### config.mk
export PLATFORM = sky130hd
export DESIGN_NAME = cpu_clk_ctrl
export DESIGN_NICKNAME = d
export VERILOG_FILES = /design/src/rtl/cpu_clk_ctrl.sv
export SDC_FILE = /design/constraint.sdc
export NUM_CORES = 1
export LEC_CHECK = 0
export BUFFER_PORTS_ARGS = -buffer_cell sky130_fd_sc_hd__buf_2
export CORE_MARGIN = 2
export CORE_UTILIZATION = 30
export CTS_CLUSTER_SIZE = 10
export DETAILED_ROUTE_END_ITERATION = 10
export GPL_ROUTABILITY_DRIVEN = 0
export PLACE_DENSITY = 0.55
export REMOVE_ABC_BUFFERS = 1
export SLEW_MARGIN = 20
export SYNTH_ARGS = -nofsm -noshare
export SYNTH_HDL_FRONTEND = slang
export SYNTH_SLANG_ARGS = --single-unit
### constraint.sdc
create_clock -name clk -period 3.91 [get_ports clk]
set_clock_uncertainty 0.15 [all_clocks]
set_input_delay 0.5865 -clock clk [delete_from_list [all_inputs] [get_ports clk]]
set_output_delay 0.5865 -clock clk [all_outputs]
set_load 0.01 [all_outputs]
### src/rtl/cpu_clk_ctrl.sv
// Execution controller for the MIPS core: produces a one-cycle CPU enable for
// halt / run / divided run / N-step burst modes, with a PC breakpoint.
module cpu_clk_ctrl #(
    parameter int PC_W       = 12,
    parameter int DIV_W      = 24,
    parameter int STEP_W     = 16,
    parameter int CNT_W      = 32,
    parameter int DEB_CYCLES = 4
) (
    input  logic              clk,
    input  logic              reset,
    input  logic [1:0]        i_mode,
    input  logic              i_step,
    input  logic [DIV_W-1:0]  i_div,
    input  logic [STEP_W-1:0] i_nstep,
    input  logic              i_bp_en,
    input  logic [PC_W-1:0]   i_bp_pc,
    input  logic [PC_W-1:0]   i_pc,
    output logic              o_cpu_en,
    output logic              o_bp_hit,
    output logic              o_busy,
    output logic [CNT_W-1:0]  o_instr_cnt
);
    localparam int DEB_W = $clog2(DEB_CYCLES + 1);

    typedef enum logic [1:0] {IDLE, RUN, BURST, BP} state_t;

    state_t             state_q, state_d;
    logic               step_s1_q, step_s1_d;
    logic               step_s2_q, step_s2_d;
    logic               deb_lvl_q, deb_lvl_d;
    logic [DEB_W-1:0]   deb_cnt_q, deb_cnt_d;
    logic               step_req_q, step_req_d;
    logic [STEP_W-1:0]  rem_q, rem_d;
    logic [DIV_W-1:0]   div_q, div_d;
    logic               skip_q, skip_d;
    logic [CNT_W-1:0]   cnt_q, cnt_d;
    logic               raw_en;
    logic               bp_match;
    logic               cpu_en;

    always_ff @(posedge clk or negedge reset) begin
        if (!reset) begin
            state_q    <= IDLE;
            step_s1_q  <= 1'b0;
            step_s2_q  <= 1'b0;
            deb_lvl_q  <= 1'b0;
            deb_cnt_q  <= '0;
            step_req_q <= 1'b0;
            rem_q      <= '0;
            div_q      <= '0;
            skip_q     <= 1'b0;
            cnt_q      <= '0;
        end else begin
            state_q    <= state_d;
            step_s1_q  <= step_s1_d;
            step_s2_q  <= step_s2_d;
            deb_lvl_q  <= deb_lvl_d;
            deb_cnt_q  <= deb_cnt_d;
            step_req_q <= step_req_d;
            rem_q      <= rem_d;
            div_q      <= div_d;
            skip_q     <= skip_d;
            cnt_q      <= cnt_d;
        end
    end

    // Accepted level flips only after DEB_CYCLES consecutive differing samples;
    // step_req is registered on the flip to 1.
    always_comb begin
        step_s1_d  = i_step;
        step_s2_d  = step_s1_q;
        deb_lvl_d  = deb_lvl_q;
        deb_cnt_d  = '0;
        step_req_d = 1'b0;
        if (step_s2_q != deb_lvl_q) begin
            if (deb_cnt_q == DEB_W'(DEB_CYCLES - 1)) begin
                deb_lvl_d  = step_s2_q;
                step_req_d = step_s2_q;
            end else begin
                deb_cnt_d = deb_cnt_q + DEB_W'(1);
            end
        end
    end

    always_comb begin
        state_d  = state_q;
        rem_d    = rem_q;
        div_d    = div_q;
        skip_d   = skip_q;
        raw_en   = 1'b0;
        bp_match = i_bp_en & (i_pc == i_bp_pc) & ~skip_q;

        case (state_q)
            IDLE: begin
                div_d = '0;
                case (i_mode)
                    2'b01, 2'b10: state_d = RUN;
                    2'b11: if (step_req_q) begin
                        state_d = BURST;
                        rem_d   = (i_nstep == '0) ? STEP_W'(1) : i_nstep;
                    end
                    default: ;
                endcase
            end
            RUN: begin
                case (i_mode)
                    2'b01: begin
                        raw_en = 1'b1;
                        div_d  = '0;
                    end
                    2'b10: begin
                        if (div_q == i_div) begin
                            raw_en = 1'b1;
                            div_d  = '0;
                        end else begin
                            div_d = div_q + DIV_W'(1);
                        end
                    end
                    default: state_d = IDLE;
                endcase
                if (raw_en && bp_match) state_d = BP;
            end
            BURST: begin
                if (i_mode == 2'b00) begin
                    state_d = IDLE;
                    rem_d   = '0;
                end else begin
                    raw_en = 1'b1;
                    // Breakpoint wins over the last enable of the burst.
                    if (bp_match) begin
                        state_d = BP;
                        rem_d   = '0;
                    end else if (rem_q == STEP_W'(1)) begin
                        state_d = IDLE;
                        rem_d   = '0;
                    end else begin
                        rem_d = rem_q - STEP_W'(1);
                    end
                end
            end
            BP: begin
                if (i_mode == 2'b00) begin
                    state_d = IDLE;
                end else if (step_req_q) begin
                    state_d = BURST;
                    rem_d   = STEP_W'(1);
                    skip_d  = 1'b1;
                end
            end
            default: state_d = IDLE;
        endcase

        cpu_en = raw_en & ~bp_match;
        if (cpu_en) skip_d = 1'b0;
        cnt_d = cnt_q + CNT_W'(cpu_en);
    end

    assign o_cpu_en    = cpu_en;
    assign o_bp_hit    = (state_q == BP);
    assign o_busy      = (state_q == BURST);
    assign o_instr_cnt = cnt_q;

endmodule

==> summary.txt <==
Worst setup path
  • Worst setup EP type: flip-flop
  • Startpoint types: flip-flop
  • Crit path kind: reg -> reg
  • CP Max Fanout: 6
  • Worst reg-to-reg path cell count: 14
  • Largest delay share family, worst path: simple AND/OR/NAND/NOR gates
  • Data required, critical path: 3.99 ns
  • Critical path depth: 14
  • Cells along the critical path: xor2_1 -> nor4_2 -> buf_4 -> nand4_1 -> o21ai_1 -> and3b_1 -> ha_1 -> ha_1 -> and3_4 -> or3b_1 -> nor4_4 -> nand4_1 -> or2_1 -> xnor2_1
  • CP peak stage delay: 0.45 ns
  • WP data arrival: 3.71 ns
  • CP max stage cell: dfrtp_1
  • Worst path bufs/invs: 1

Timing
  • Worst Max-Slew Pin Slew: 1.02 ns
  • WHS: 0.116 ns
  • Post-Route Setup TNS: 0 ns
  • Fin crit share: 0.928
  • Peak Freq: 0.276 GHz
  • Final max-slew violation count: 0
  • Slew HR: 0.321
  • Setup-failing EPs final: 0
  • Tmin final: 3.63 ns
  • Final hold violation count: 0

Clock tree
  • Clock tree buffer depth: 2
  • Root Buffer: clkbuf_16
  • Clock Latency Late Sink: 0.34 ns
  • H-Tree Depth: 3
  • CTS tree: yes
  • Worst-path clk slew: 0.07 ns
  • Post-CTS setup buffer count: 0
  • Num CTS Buffers: 9
  • Clock tree sinks: 82

Worst hold path
  • HP Class: in -> async

Global routing
  • Largest net degree at the start of global routing: 83
  • Grt peak-use layer: met2
  • First-pass GRT wire length: 19300 um
  • GRT overflow: 0
  • All-Layer GR Usage: 0.145
  • Initial antenna violation count: 1
  • M1 GR Usage: 0.189
  • Global routing usage on met3: 0.0508
  • Vias in the first global route: 3986
  • Routing usage on met2: 0.231

Yosys
  • Synth cell count leaders: 82 x dfrtp_1, 50 x o21ai_0, 42 x nand2_1
  • Avg Inst Size Synth: 9.53 um2
  • EDFF count, synth: 0
  • Mux cell area share after synthesis: 0.00239
  • Mapped Area: 4710 um2
  • Synth Flop Type: dfrtp_1
  • Synth Area in Adders: 0.0399
  • Synth area leader: dfrtp_1
  • Yosys warns: 0
  • Fraction of registers with async set/reset: 1.00
  • Post-Synth Simple-Gate Area: 0.209
  • Area contributors post-synth: dfrtp_1 44%, xor2_1 7.6%, xnor2_1 6.5%
  • Post-synth top area share: 0.436
  • Most common cell in the netlist: dfrtp_1
  • Fraction of the mapped netlist area in compound gates: 0.143
  • Yosys reg bits: 82
  • Syn Inst Count: 494
  • Yosys cell types: 57
  • Xor and xnor area share after synthesis: 0.141
  • Seq/Total Area, Yosys: 0.436
  • Combinational family with the most area after synthesis: simple AND/OR/NAND/NOR gates

Run status
  • Outcome: complete, no violations

Pwr
  • Tot Pwr: 2.74 mW
  • Leak: 2.71 nW
  • Peak supply drop: 0.217 mV
  • Switch Pwr: 1.01 mW
  • Sw Share: 0.369
  • Power per cell area: 470 nW/um2
  • Clock share of power: 0.288
  • Sequential group share of total power: 0.404
  • Internal power: 1.73 mW
  • Comb power frac: 0.308

Detailed routing
  • Final antenna-violating net count: 0
  • Routed wire length: 11500 um
  • DR pass1 iterations: 5
  • Drt via density: 4.97
  • Wirelength per Cell: 13.9 um
  • Iter 0 DRT Violations: 247
  • DR vias: 4108
  • DRC violation count after routing: 0

Floorplanning
  • Die area: 16700 um2
  • I/O pin cnt: 105
  • CORE AREA: 15300 um2
  • Number of core rows: 45
  • Die W: 129 um
  • Die H: 129 um
  • Starting density of the core: 0.308

Place
  • Placed wire-length estimate: 8550 um
  • DP Area: 5540 um2
  • Quantity of I/O buffers inserted on ports: 104

Cells and area
  • Layout area overhead: 23.7%
  • Post-layout nets: 695
  • Number of fill cells in the layout: 1546
  • Final instance area: 5820 um2
  • Fraction of layout cells with a size suffix above 1: 0.255

Job
  • Max cap viols: 0
## routing by layer
| layer | share of wire | up-vias |
|---|---|---|
| li1 | - | 1986 |
| met1 | 0.45 | 1972 |
| met2 | 0.47 | 143 |
| met3 | 0.081 | 7 |
| met4 | 0.0069 | 0 |
| met5 | 0 | - |
## placed cells by master, fill, tap and decap left out, types with 3 or more instances in the layout
| cell type | synthesis | routed |
|---|---|---|
| o31ai_1 | 4 | 4 |
| nor3_1 | 8 | 8 |
| dfrtp_1 | 82 | 82 |
| o22ai_1 | 4 | 4 |
| xor2_1 | 41 | 41 |
| a31oi_1 | 5 | 5 |
| clkbuf_16 | 0 | 9 |
| o21ai_0 | 50 | 49 |
| a22oi_1 | 7 | 7 |
| nor2b_1 | 6 | 6 |
| a32oi_1 | 5 | 5 |
| nand4_1 | 9 | 9 |
| xnor2_1 | 35 | 35 |
| nor4_2 | 2 | 3 |
| ha_1 | 15 | 15 |
| nand3_1 | 25 | 25 |
| nor2_1 | 32 | 32 |
| and3_4 | 3 | 3 |
| buf_4 | 0 | 14 |
| o21ai_1 | 6 | 7 |
| a21oi_1 | 20 | 20 |
| and3_1 | 6 | 6 |
| nand2_1 | 42 | 42 |
| buf_2 | 4 | 103 |
| inv_1 | 18 | 18 |
| nor4_1 | 15 | 14 |
## repair_timing
action | in CTS | in global routing
hold buffers | 0 | 0
resized for setup | 0 | 2
setup endpoints to repair | 0 | 2
## stage by stage
| step | util | std cells | worst slack (ns) |
|---|---|---|---|
| after floorplan | - | 481 | 0.195 |
| after CTS | 0.381 | 826 | 0.0950 |
| after global routing | 0.381 | 826 | -0.0231 |
| final | 0.382 | 827 | 0.282 |
| after global placement | 0.363 | 810 | -0.0920 |
| after detailed placement | 0.363 | 810 | -0.140 |
## power by group through the flow
| stage | Clock, mW | Combinational, mW | Sequential [mW] |
|---|---|---|---|
| 6_report | 0.789 | 0.842 | 1.11 |
| 5_1_grt | 0.851 | 0.955 | 1.13 |
| 4_1_cts | 0.813 | 0.845 | 1.11 |
| 3_5_place_dp | 0 | 0.841 | 1.12 |
| 3_3_place_gp | 0 | 0.812 | 1.12 |
| 2_1_floorplan | 0 | 0.558 | 1.10 |
## final timing paths
check | from | to | slack (ns)
min reg2reg | step_s1_q$_DFF_PN0_ | step_s2_q$_DFF_PN0_ | 0.20
max | div_q[2]$_DFFE_PN0P_ | o_instr_cnt[28]$_DFF_PN0_ | 0.28
min | reset | rem_q[6]$_DFFE_PN0P_ | 0.12
min in group clk | step_s1_q$_DFF_PN0_ | step_s2_q$_DFF_PN0_ | 0.20
max in group asynchronous | reset | div_q[7]$_DFFE_PN0P_ | 2.93
max reg2reg | div_q[2]$_DFFE_PN0P_ | o_instr_cnt[28]$_DFF_PN0_ | 0.28
## area by class of cell
| cell class | instances | area (um2) | area share |
|---|---|---|---|
| Clock inverter | 6 | 42.5 | 0.00731 |
| Clock buffer | 10 | 229 | 0.0393 |
| Tap cell | 211 | 264 | 0.0453 |
| Sequential cell | 82 | 2050 | 0.352 |
| Inverter | 19 | 71.3 | 0.0123 |
| Timing Repair Buffer | 118 | 632 | 0.109 |
| Multi-Input combinational cell | 380 | 2530 | 0.434 |
| Antenna cell | 1 | 2.50 | 0.000430 |
## cell families (layout without fill, tap and decap cells)
| kind of cell | count (synthesis) | in the layout |
|---|---|---|
| and+or+nand+nor | 175 | 175 |
| AOI/OAI and AO/OA | 113 | 113 |
| muxes | 1 | 1 |
| other | 0 | 1 |
| adders and majority gates | 15 | 15 |
| DFF | 82 | 82 |
| buffers and inverters | 32 | 153 |
| xor gates and xnor gates | 76 | 76 |
## sequential cells by signal, summed over array words and instances (netlist names)
name and cells:
deb_lvl_q 1, div_q 24, step_s1_q 1, deb_cnt_q 3, o_instr_cnt 32, step_s2_q 1, state_q 2, step_req_q 1
rem_q 16, skip_q 1
Note: power is estimated with default switching activity, not from simulation.
